**src/rtl/oserdes_burst_gearbox_if.sv**
```systemverilog
// oserdes_burst_gearbox_if
// Input word handshake for oserdes_burst_gearbox.
//   in_data   word, one W-bit field per channel
//   in_valid  in_data is valid
//   in_ready  gearbox FIFO can take a word this cycle
// master: word producer. slave: the gearbox.
interface oserdes_burst_gearbox_if #(
    parameter int unsigned DATA_WIDTH = 16
);
    logic [DATA_WIDTH-1:0] in_data;
    logic                  in_valid;
    logic                  in_ready;

    modport master (output in_data, output in_valid, input in_ready);
    modport slave  (input in_data, input in_valid, output in_ready);
endinterface

```
**src/rtl/oserdes_burst_gearbox.sv**
```systemverilog
// oserdes_burst_gearbox
// Fabric-side front end for a bank of output serializers. Buffers wide per-channel words in a
// small FIFO and streams one SER_WIDTH-bit slice per lane per cycle, framed as
// preamble / back-to-back data / postamble, with a shared tristate control.
// Ports:
//   c       divided serializer clock, rising edge
//   r       asynchronous active-high reset
//   in_if   word handshake (slave modport): in_data, in_valid, in_ready
//   dout    per-lane slice, lane ch at [ch*SER_WIDTH +: SER_WIDTH], bit 0 first out
//   tout    tristate control to all T inputs, 1 = high-Z
//   busy    framer is not idle
//   bursts  burst counter (16-bit, wrapping)
// Build option: define OSERDES_BURST_GEARBOX_STATS_EN to count bursts; otherwise bursts is 0.
module oserdes_burst_gearbox #(
    parameter int unsigned CHANNELS  = 1,
    parameter int unsigned SER_WIDTH = 4,
    parameter int unsigned RATIO     = 4,
    parameter int unsigned DEPTH     = 4,
    parameter int unsigned PRE_LEN   = 1,
    parameter int unsigned POST_LEN  = 1,
    parameter logic        IDLE_VAL  = 1'b1
) (
    input  logic                          c,
    input  logic                          r,
    oserdes_burst_gearbox_if.slave        in_if,
    output logic [CHANNELS*SER_WIDTH-1:0] dout,
    output logic                          tout,
    output logic                          busy,
    output logic [15:0]                   bursts
);
    localparam int unsigned W      = SER_WIDTH * RATIO;
    localparam int unsigned DW     = CHANNELS * SER_WIDTH;
    localparam int unsigned AW     = $clog2(DEPTH);
    localparam int unsigned CW     = AW + 1;
    localparam int unsigned KW     = (RATIO > 1) ? $clog2(RATIO) : 1;
    localparam int unsigned PH_MAX = (PRE_LEN > POST_LEN) ? PRE_LEN : POST_LEN;
    localparam int unsigned PW     = (PH_MAX > 1) ? $clog2(PH_MAX) : 1;

    typedef enum logic [1:0] {StIdle, StPre, StData, StPost} state_e;

    logic [CHANNELS*W-1:0] mem_q [DEPTH];
    logic [AW-1:0]         wr_ptr_q, rd_ptr_q, rd_ptr_d;
    logic [CW-1:0]         count_q, count_d;
    logic                  in_ready_q;
    logic                  wr_en, pop;

    state_e                state_q, state_d;
    logic [KW-1:0]         k_q, k_d;
    logic [PW-1:0]         ph_q, ph_d;
    logic [DW-1:0]         dout_q, dout_d;
    logic                  tout_q, busy_q;
    logic [CHANNELS*W-1:0] head;

    assign wr_en           = in_if.in_valid && in_ready_q;
    assign in_if.in_ready  = in_ready_q;
    assign count_d         = count_q + CW'(wr_en) - CW'(pop);
    assign rd_ptr_d        = rd_ptr_q + AW'(pop);

    // The FSM looks only at count_q, so a word written this cycle is seen next cycle.
    always_comb begin
        state_d = state_q;
        k_d     = k_q;
        ph_d    = ph_q;
        pop     = 1'b0;
        unique case (state_q)
            StIdle: begin
                if (count_q != '0) begin
                    state_d = (PRE_LEN == 0) ? StData : StPre;
                    k_d     = '0;
                    ph_d    = '0;
                end
            end
            StPre: begin
                if (ph_q == PW'(PRE_LEN - 1)) begin
                    state_d = StData;
                    k_d     = '0;
                end else begin
                    ph_d = ph_q + PW'(1);
                end
            end
            StData: begin
                if (k_q == KW'(RATIO - 1)) begin
                    pop  = 1'b1;
                    k_d  = '0;
                    ph_d = '0;
                    // More than the head left means the next word follows with no gap.
                    if (count_q > CW'(1)) begin
                        state_d = StData;
                    end else begin
                        state_d = (POST_LEN == 0) ? StIdle : StPost;
                    end
                end else begin
                    k_d = k_q + KW'(1);
                end
            end
            StPost: begin
                if (ph_q == PW'(POST_LEN - 1)) begin
                    ph_d = '0;
                    k_d  = '0;
                    if (count_q != '0) begin
                        state_d = (PRE_LEN == 0) ? StData : StPre;
                    end else begin
                        state_d = StIdle;
                    end
                end else begin
                    ph_d = ph_q + PW'(1);
                end
            end
            default: state_d = StIdle;
        endcase
    end

    // Outputs are registered from the next-state view so they line up with state_q.
    assign head = mem_q[rd_ptr_d];

    always_comb begin
        dout_d = {DW{IDLE_VAL}};
        if (state_d == StData) begin
            for (int unsigned ch = 0; ch < CHANNELS; ch++) begin
                dout_d[ch*SER_WIDTH +: SER_WIDTH] =
                    head[ch*W + 32'(k_d)*SER_WIDTH +: SER_WIDTH];
            end
        end
    end

    always_ff @(posedge c) begin
        if (wr_en) begin
            mem_q[wr_ptr_q] <= in_if.in_data;
        end
    end

    always_ff @(posedge c or posedge r) begin
        if (r) begin
            wr_ptr_q   <= '0;
            rd_ptr_q   <= '0;
            count_q    <= '0;
            in_ready_q <= 1'b0;
            state_q    <= StIdle;
            k_q        <= '0;
            ph_q       <= '0;
            dout_q     <= {DW{IDLE_VAL}};
            tout_q     <= 1'b1;
            busy_q     <= 1'b0;
        end else begin
            wr_ptr_q   <= wr_ptr_q + AW'(wr_en);
            rd_ptr_q   <= rd_ptr_d;
            count_q    <= count_d;
            in_ready_q <= (count_d != CW'(DEPTH));
            state_q    <= state_d;
            k_q        <= k_d;
            ph_q       <= ph_d;
            dout_q     <= dout_d;
            tout_q     <= (state_d == StIdle);
            busy_q     <= (state_d != StIdle);
        end
    end

    assign dout = dout_q;
    assign tout = tout_q;
    assign busy = busy_q;

`ifdef OSERDES_BURST_GEARBOX_STATS_EN
    logic        burst_start;
    logic [15:0] bursts_q;

    // A burst starts on entering PRE, or on entering DATA straight from IDLE/POST.
    assign burst_start = (state_d == StPre && state_q != StPre) ||
                         (state_d == StData && (state_q == StIdle || state_q == StPost));

    always_ff @(posedge c or posedge r) begin
        if (r) begin
            bursts_q <= '0;
        end else if (burst_start) begin
            bursts_q <= bursts_q + 16'd1;
        end
    end

    assign bursts = bursts_q;
`else
    assign bursts = '0;
`endif

endmodule
```
**src/flat_wrapper.sv**
```systemverilog
// flat-port wrapper written by rule: the top's interface ports become plain ports
module oserdes_burst_gearbox_flat 
#(
    parameter int unsigned CHANNELS  = 1,
    parameter int unsigned SER_WIDTH = 4,
    parameter int unsigned RATIO     = 4,
    parameter int unsigned DEPTH     = 4,
    parameter int unsigned PRE_LEN   = 1,
    parameter int unsigned POST_LEN  = 1,
    parameter logic        IDLE_VAL  = 1'b1
)
  (c, r, dout, tout, busy, bursts, in_if_in_data, in_if_in_valid, in_if_in_ready);
  oserdes_burst_gearbox_if in_if_i ();
  input  logic c;
  input  logic r;
  output logic [CHANNELS*SER_WIDTH-1:0] dout;
  output logic tout;
  output logic busy;
  output logic [15:0] bursts;
  input wire logic [$bits(in_if_i.in_data)-1:0] in_if_in_data;
  input wire logic [$bits(in_if_i.in_valid)-1:0] in_if_in_valid;
  output wire logic [$bits(in_if_i.in_ready)-1:0] in_if_in_ready;
  assign in_if_i.in_data = in_if_in_data;
  assign in_if_i.in_valid = in_if_in_valid;
  assign in_if_in_ready = in_if_i.in_ready;
  oserdes_burst_gearbox #(.CHANNELS(CHANNELS), .SER_WIDTH(SER_WIDTH), .RATIO(RATIO), .DEPTH(DEPTH), .PRE_LEN(PRE_LEN), .POST_LEN(POST_LEN), .IDLE_VAL(IDLE_VAL)) u_core (.c(c), .r(r), .in_if(in_if_i), .dout(dout), .tout(tout), .busy(busy), .bursts(bursts));
endmodule
```
**config.mk**
```make
export PLATFORM = sky130hd
export DESIGN_NAME = oserdes_burst_gearbox_flat
export DESIGN_NICKNAME = d
export VERILOG_FILES = /design/src/rtl/oserdes_burst_gearbox_if.sv /design/src/rtl/oserdes_burst_gearbox.sv /design/src/flat_wrapper.sv
export SDC_FILE = /design/constraint.sdc
export NUM_CORES = 1
export LEC_CHECK = 0
export ABC_AREA = 1
export CORE_ASPECT_RATIO = 0.6
export CORE_MARGIN = 3
export CORE_UTILIZATION = 60
export CTS_CLUSTER_SIZE = 12
export DETAILED_ROUTE_END_ITERATION = 7
export GPL_TIMING_DRIVEN = 0
export HOLD_SLACK_MARGIN = 0.02
export PLACE_DENSITY = 0.84
export SETUP_SLACK_MARGIN = 0.15
export SYNTH_ARGS = -nofsm -noshare
export SYNTH_HDL_FRONTEND = slang
export SYNTH_SLANG_ARGS = --single-unit
```
**constraint.sdc**
```tcl
create_clock -name c -period 4.73 [get_ports c]
set_input_delay 0.7095 -clock c [delete_from_list [all_inputs] [get_ports c]]
set_output_delay 0.7095 -clock c [all_outputs]
set_load 0.02 [all_outputs]
```
# Word-level counts from Yosys, hierarchy flattened
# Memory sizes are Yosys's and may differ from the RTL's.
# Index checks and enable logic that the tools add are counted.
[totals] word_cells=54 register_bits=19 out_inout_bits=23 memories=1 ramBits=64
[memory_table] name="u_core.mem_q" depth=4 width=16 rd=1 rd_ports_with_merged_regs=0 wr=1 line_no="oserdes_burst_gearbox.sv:41" text="logic [CHANNELS*W-1:0] mem_q [DEPTH];"
[op_classes] mux=20 n_addsub=6 n_eq_ne=8 reduce_logical=7 n_lt_le_gt_ge=1 shift=1
[ops] op="$shiftx A16 B5 Y4" count=1
[ops] op="$mux W2" count=7
[ops] op="$mux W1" count=9
[ops] op="$eq A2 B2 Y1 const B" count=4
[ops] op="$pmux W2 S4" count=1
[ops] op="$pmux W2 S3" count=1
[ops] op="$add A2 B1 Y2" count=2
[ops] op="$logic_not A2 Y1" count=2
[ops] op="$mux W4" count=1
[ops] op="$ne A2 B1 Y1 const B" count=2
[ops] op="$add A3 B1 Y3" count=1
[ops] op="$gt A3 B1 Y1 const B" count=1
[ops] op="$ne A3 B3 Y1 const B" count=1
[ops] op="$pmux W1 S3" count=1
[ops] op="$reduce_bool A3 Y1" count=1
[ops] op="$sub A3 B1 Y3" count=1
[ops] op="$add A2 B1 Y2 const B" count=1
[ops] op="$eq A2 B1 Y1 const B" count=1
[ops] op="$reduce_and A2 Y1" count=1
[ops] op="$reduce_bool A2 Y1" count=1
[ops] op="$reduce_or A2 Y1" count=1
[ops] op="$add A1 B1 Y1 const B" count=1
[ops] op="$logic_and A1 B1 Y1" count=1

# Logic depth before layout (Yosys ltp)
# An unclocked memory read counts as a cell.
[depth] word_depth=7 mapped_depth=16 depth_no_buf=14

# Least setup slack after synthesis
# OpenSTA, ideal clock, no wires.
[synth_path] kind="input to register" startpoint="input port in_if_in_valid" endpoint="memory u_core.mem_q[0][0] in the netlist's numbering, enable pin" t_arrival_ps=1953 required_time_ps=4321 path_slack_ps=2368 stages=2 path_buffers=0 path_cell_list="nand2_1 nor3_1"
[synth_via] elab_chain_len=3
[synth_rtl] element="start, declared" line_no="flat_wrapper.sv:21" text="input wire logic [$bits(in_if_i.in_valid)-1:0] in_if_in_valid;"
[synth_rtl] element="$logic_and A1 B1 Y1" line_no="oserdes_burst_gearbox.sv:54" text="assign wr_en = in_if.in_valid && in_ready_q;"
[synth_rtl] element="$mux W1" line_no="oserdes_burst_gearbox.sv:127" text="if (wr_en) begin"
[synth_rtl] element="$mux W1 (implied by the code)" line_no="oserdes_burst_gearbox.sv:128" text="mem_q[wr_ptr_q] <= in_if.in_data;"
[synth_rtl] element="end, declared" line_no="oserdes_burst_gearbox.sv:41"
# Every way passes these cells.

# Worst setup path after layout
[layout_path] startpoint="input port in_if_in_valid" endpoint="memory u_core.mem_q[3][7] in the netlist's numbering, enable pin"
# The elaborated chain is that of the path after synthesis.

==> metrics.txt <==
worst endpoint data arrival time=2.31 ns; outcome=completed; count of antenna-violating nets left after detailed routing=0; part of the power in combinational logic=0.318; largest net degree at the start of global routing=19; synthesized area divided by synthesized cell count=10.5 um^2; post-place instance area=0.00426 mm^2; overall routing resource usage=0.210; number of buffers on the longest clock path=2; fraction of layout cells with a size suffix above 1=0.209; Highest Clock Rate=445 MHz; Setup crit start=in_if_in_valid; clock tree from TritonCTS=done; Layout area overhead=18.2%; DRT Wirelength=6820 um; core area=0.00583 mm^2; number of hold violations in the final report=0; delay contributed by the slowest stage of the critical path=0.75 ns; design internal power=1.53 mW; slack of the worst reg-to-reg path=2.51 ns; antenna diode count=0; PD cells=512 mW/mm^2; vias per inst=4.88; count of routing violations after the opening detailed-route iteration=129; Die Ht=67.6 um; RSZ-0062 raised after global routing=false; insertion delay of the later-clocked pin in the worst-skew pair=0.35 ns; number of global-route vias before repair=2276; total leakage power=2.01 nW; setup skew after layout=0.00548 ns; critical path buffer and inverter count=2; largest area contributor in the netlist=edfxtp_1; CP Launch Type=primary input; capturing element type of the critical path=register; total die area=0.00734 mm^2; number of optimization iterations in the first detailed-route pass=4; clock slew seen by the registers of the worst setup and hold paths=0.08 ns; global-route wire length before repair=11000 um; proportion of power drawn by the clock network=0.235; post-layout instance count excluding filler cells=502; worst flop-to-flop path startpoint=u_core.state_q[0]; Setup TNS=0 ns; warning count from the yosys run=0; post-detailed-route wirelength per cell=13.6 um; instance count on the critical path=4; post-layout min period=2.25 ns; Syn Std Cell Area=0.00379 mm^2; capturing instance or port of the critical path=u_core.mem_q[3][7]; max-cap violation count=0; die boundary width=109 um; number of cells on the worst reg-to-reg path=10; worst slack, placed=2.10 ns; headroom to the max-slew limit=0.374; largest driver fanout on the critical path=10; number of remaining DRC errors=0; PortBufs=25; routed vias=2450; Clock Root Buffer=clkbuf_8; Hold WC Path Type=register to register; Num Clock Sinks=82; quantity of gates resized following cts=0; setup bufs post-CTS=0; part of the cycle the worst path needs=0.475; final setup vio count=0; weighted congestion reported at the end of routability-driven placement=0.797; sequential share of power=0.447; library cells used by synthesis=24; sw frac=0.331; Inserted Clock Buffers=9; top-area cell type share of the netlist area=0.507; Crit path required time=4.80 ns; number of top-level design ports=42; Final Worst Setup Slack=2.48 ns; hold buffer count at cts=0; synthesized flop and latch total=82; critical path's slowest cell=nor3_2; number of pins with negative max-slew slack in the final report=0; HPWL after detailed placement=4830 um; post-synthesis instance total=362; ordered list of cells on the worst path=clkdlybuf4s50_1 > nand2_1 > nor3_2 > buf_6; initial cell density of the core=0.650; ranking of synthesized cells by area=edfxtp_1 (51%), nand2_1 (17%), dfrtp_1 (8.6%), buf_4 (3.8%), dfstp_2 (3.5%); Peak VDD IR=0.261 mV; Worst Tran Pin Value=0.934 ns; layout filler cell count=421; NetSw=0.760 mW; critical path class=primary input to register; most common library cell in the layout ignoring fill and taps=nand2_1; num rows=21; most frequent cells in the layout=nand2_1 (167), edfxtp_1 (64), clkdlybuf4s50_1 (25); depth of the CTS H-tree=3; Post-Layout Inst Area=0.00448 mm^2; portion of the post-synthesis area used by sequential elements=0.627; final net count=446; total congestion overflow after global routing=0; cell class contributing the biggest share of worst-path delay=simple AND/OR/NAND/NOR gates; Crit Reg-Reg Endpoint=u_core.in_if.in_ready; antenna violations before repair=0; worst hold margin=0.534 ns; number of cells after detailed placement=486
-- power groups by stage --
stage          registers [mW]  logic, mW  clock network, mW
3_3_place_gp             1.04      0.675                  0
4_1_cts                  1.03      0.733              0.550
5_1_grt                  1.04      0.815              0.583
2_1_floorplan            1.05      0.482                  0
3_5_place_dp             1.04      0.726                  0
6_report                 1.02      0.729              0.540
-- worst min path at each step --
stage	startpoint	endpoint	slack, ns	cells after the start
2_1_floorplan	u_core.wr_ptr_q[1]	u_core.wr_ptr_q[1]	0.48	1
3_3_place_gp	u_core.wr_ptr_q[1]	u_core.wr_ptr_q[1]	0.50	1
3_5_place_dp	u_core.rd_ptr_q[0]	u_core.rd_ptr_q[0]	0.52	1
4_1_cts	u_core.rd_ptr_q[0]	u_core.rd_ptr_q[0]	0.54	1
5_1_grt	u_core.rd_ptr_q[0]	u_core.rd_ptr_q[0]	0.56	1
6_report	u_core.rd_ptr_q[0]	u_core.rd_ptr_q[0]	0.53	1
-- worst register-to-register path, cell delays in order (launching register included) --
cell and delay [ns]:
dfrtp_1 0.39, inv_1 0.09, ha_1 0.27, nand2_1 0.11, inv_1 0.07, ha_1 0.28, inv_1 0.04, ha_1 0.20
fa_1 0.37, xnor2_1 0.20, nand2_1 0.08
-- routing by layer --
metal / vias up / global-route usage / share of wire
li1: 1231 / - / -
met1: 1141 / 0.262 / 0.44
met2: 69 / 0.357 / 0.48
met3: 9 / 0.0678 / 0.067
met4: 0 / 0.0583 / 0.010
met5: - / 0 / 0
-- state kept, by name (all words and copies together), names as in the netlist, 2 cells and up --
signal and flops:
u_core.dout 4, u_core.k_q 2, u_core.state_q 2, u_core.mem_q 64, u_core.wr_ptr_q 2, u_core.rd_ptr_q 2
u_core.count_q 3
-- synthesized netlist by cell type --
cell        n
nor2_1      4
ha_1        9
buf_6       4
buf_4      19
inv_8       1
inv_1      19
fa_1        1
inv_2       8
dfrtp_1    13
edfxtp_1   64
o21ai_0     1
buf_12      2
nand2_4     3
dfstp_2     5
conb_1      1
nand2_2    19
nor3_1      4
nand3_2     2
xor2_1      1
nand2_1   167
xnor2_1     1
nor2_2      2
a21boi_2    1
nand3_1    11
-- kinds of logic after synthesis --
kind of cell | after synthesis | synth area share
fa+ha+maj | 10 | 0.0350
buf+inv | 53 | 0.0898
simple gates | 212 | 0.238
xor+xnor | 2 | 0.00462
compound gates | 2 | 0.00429
flops | 82 | 0.627
other cells | 1 | 0.000989
-- layout make-up --
class / count / area, um^2 / area share
clock inverters: 6 / 90.1 / 0.0201
clock buffers: 10 / 128 / 0.0285
well taps: 80 / 100 / 0.0223
multi-input cells: 242 / 1150 / 0.256
plain buffers: 25 / 228 / 0.0508
repair buffers: 29 / 295 / 0.0659
flip-flops and latches: 82 / 2380 / 0.531
inverters: 28 / 113 / 0.0251
-- per-stage QoR --
stage / utilization / power, mW
floorplan: - / 1.53
global placement: 0.720 / 1.71
detailed placement: 0.731 / 1.77
CTS: 0.768 / 2.31
global route: 0.768 / 2.44
finish: 0.768 / 2.29
Power figures use the tool's default switching activity.
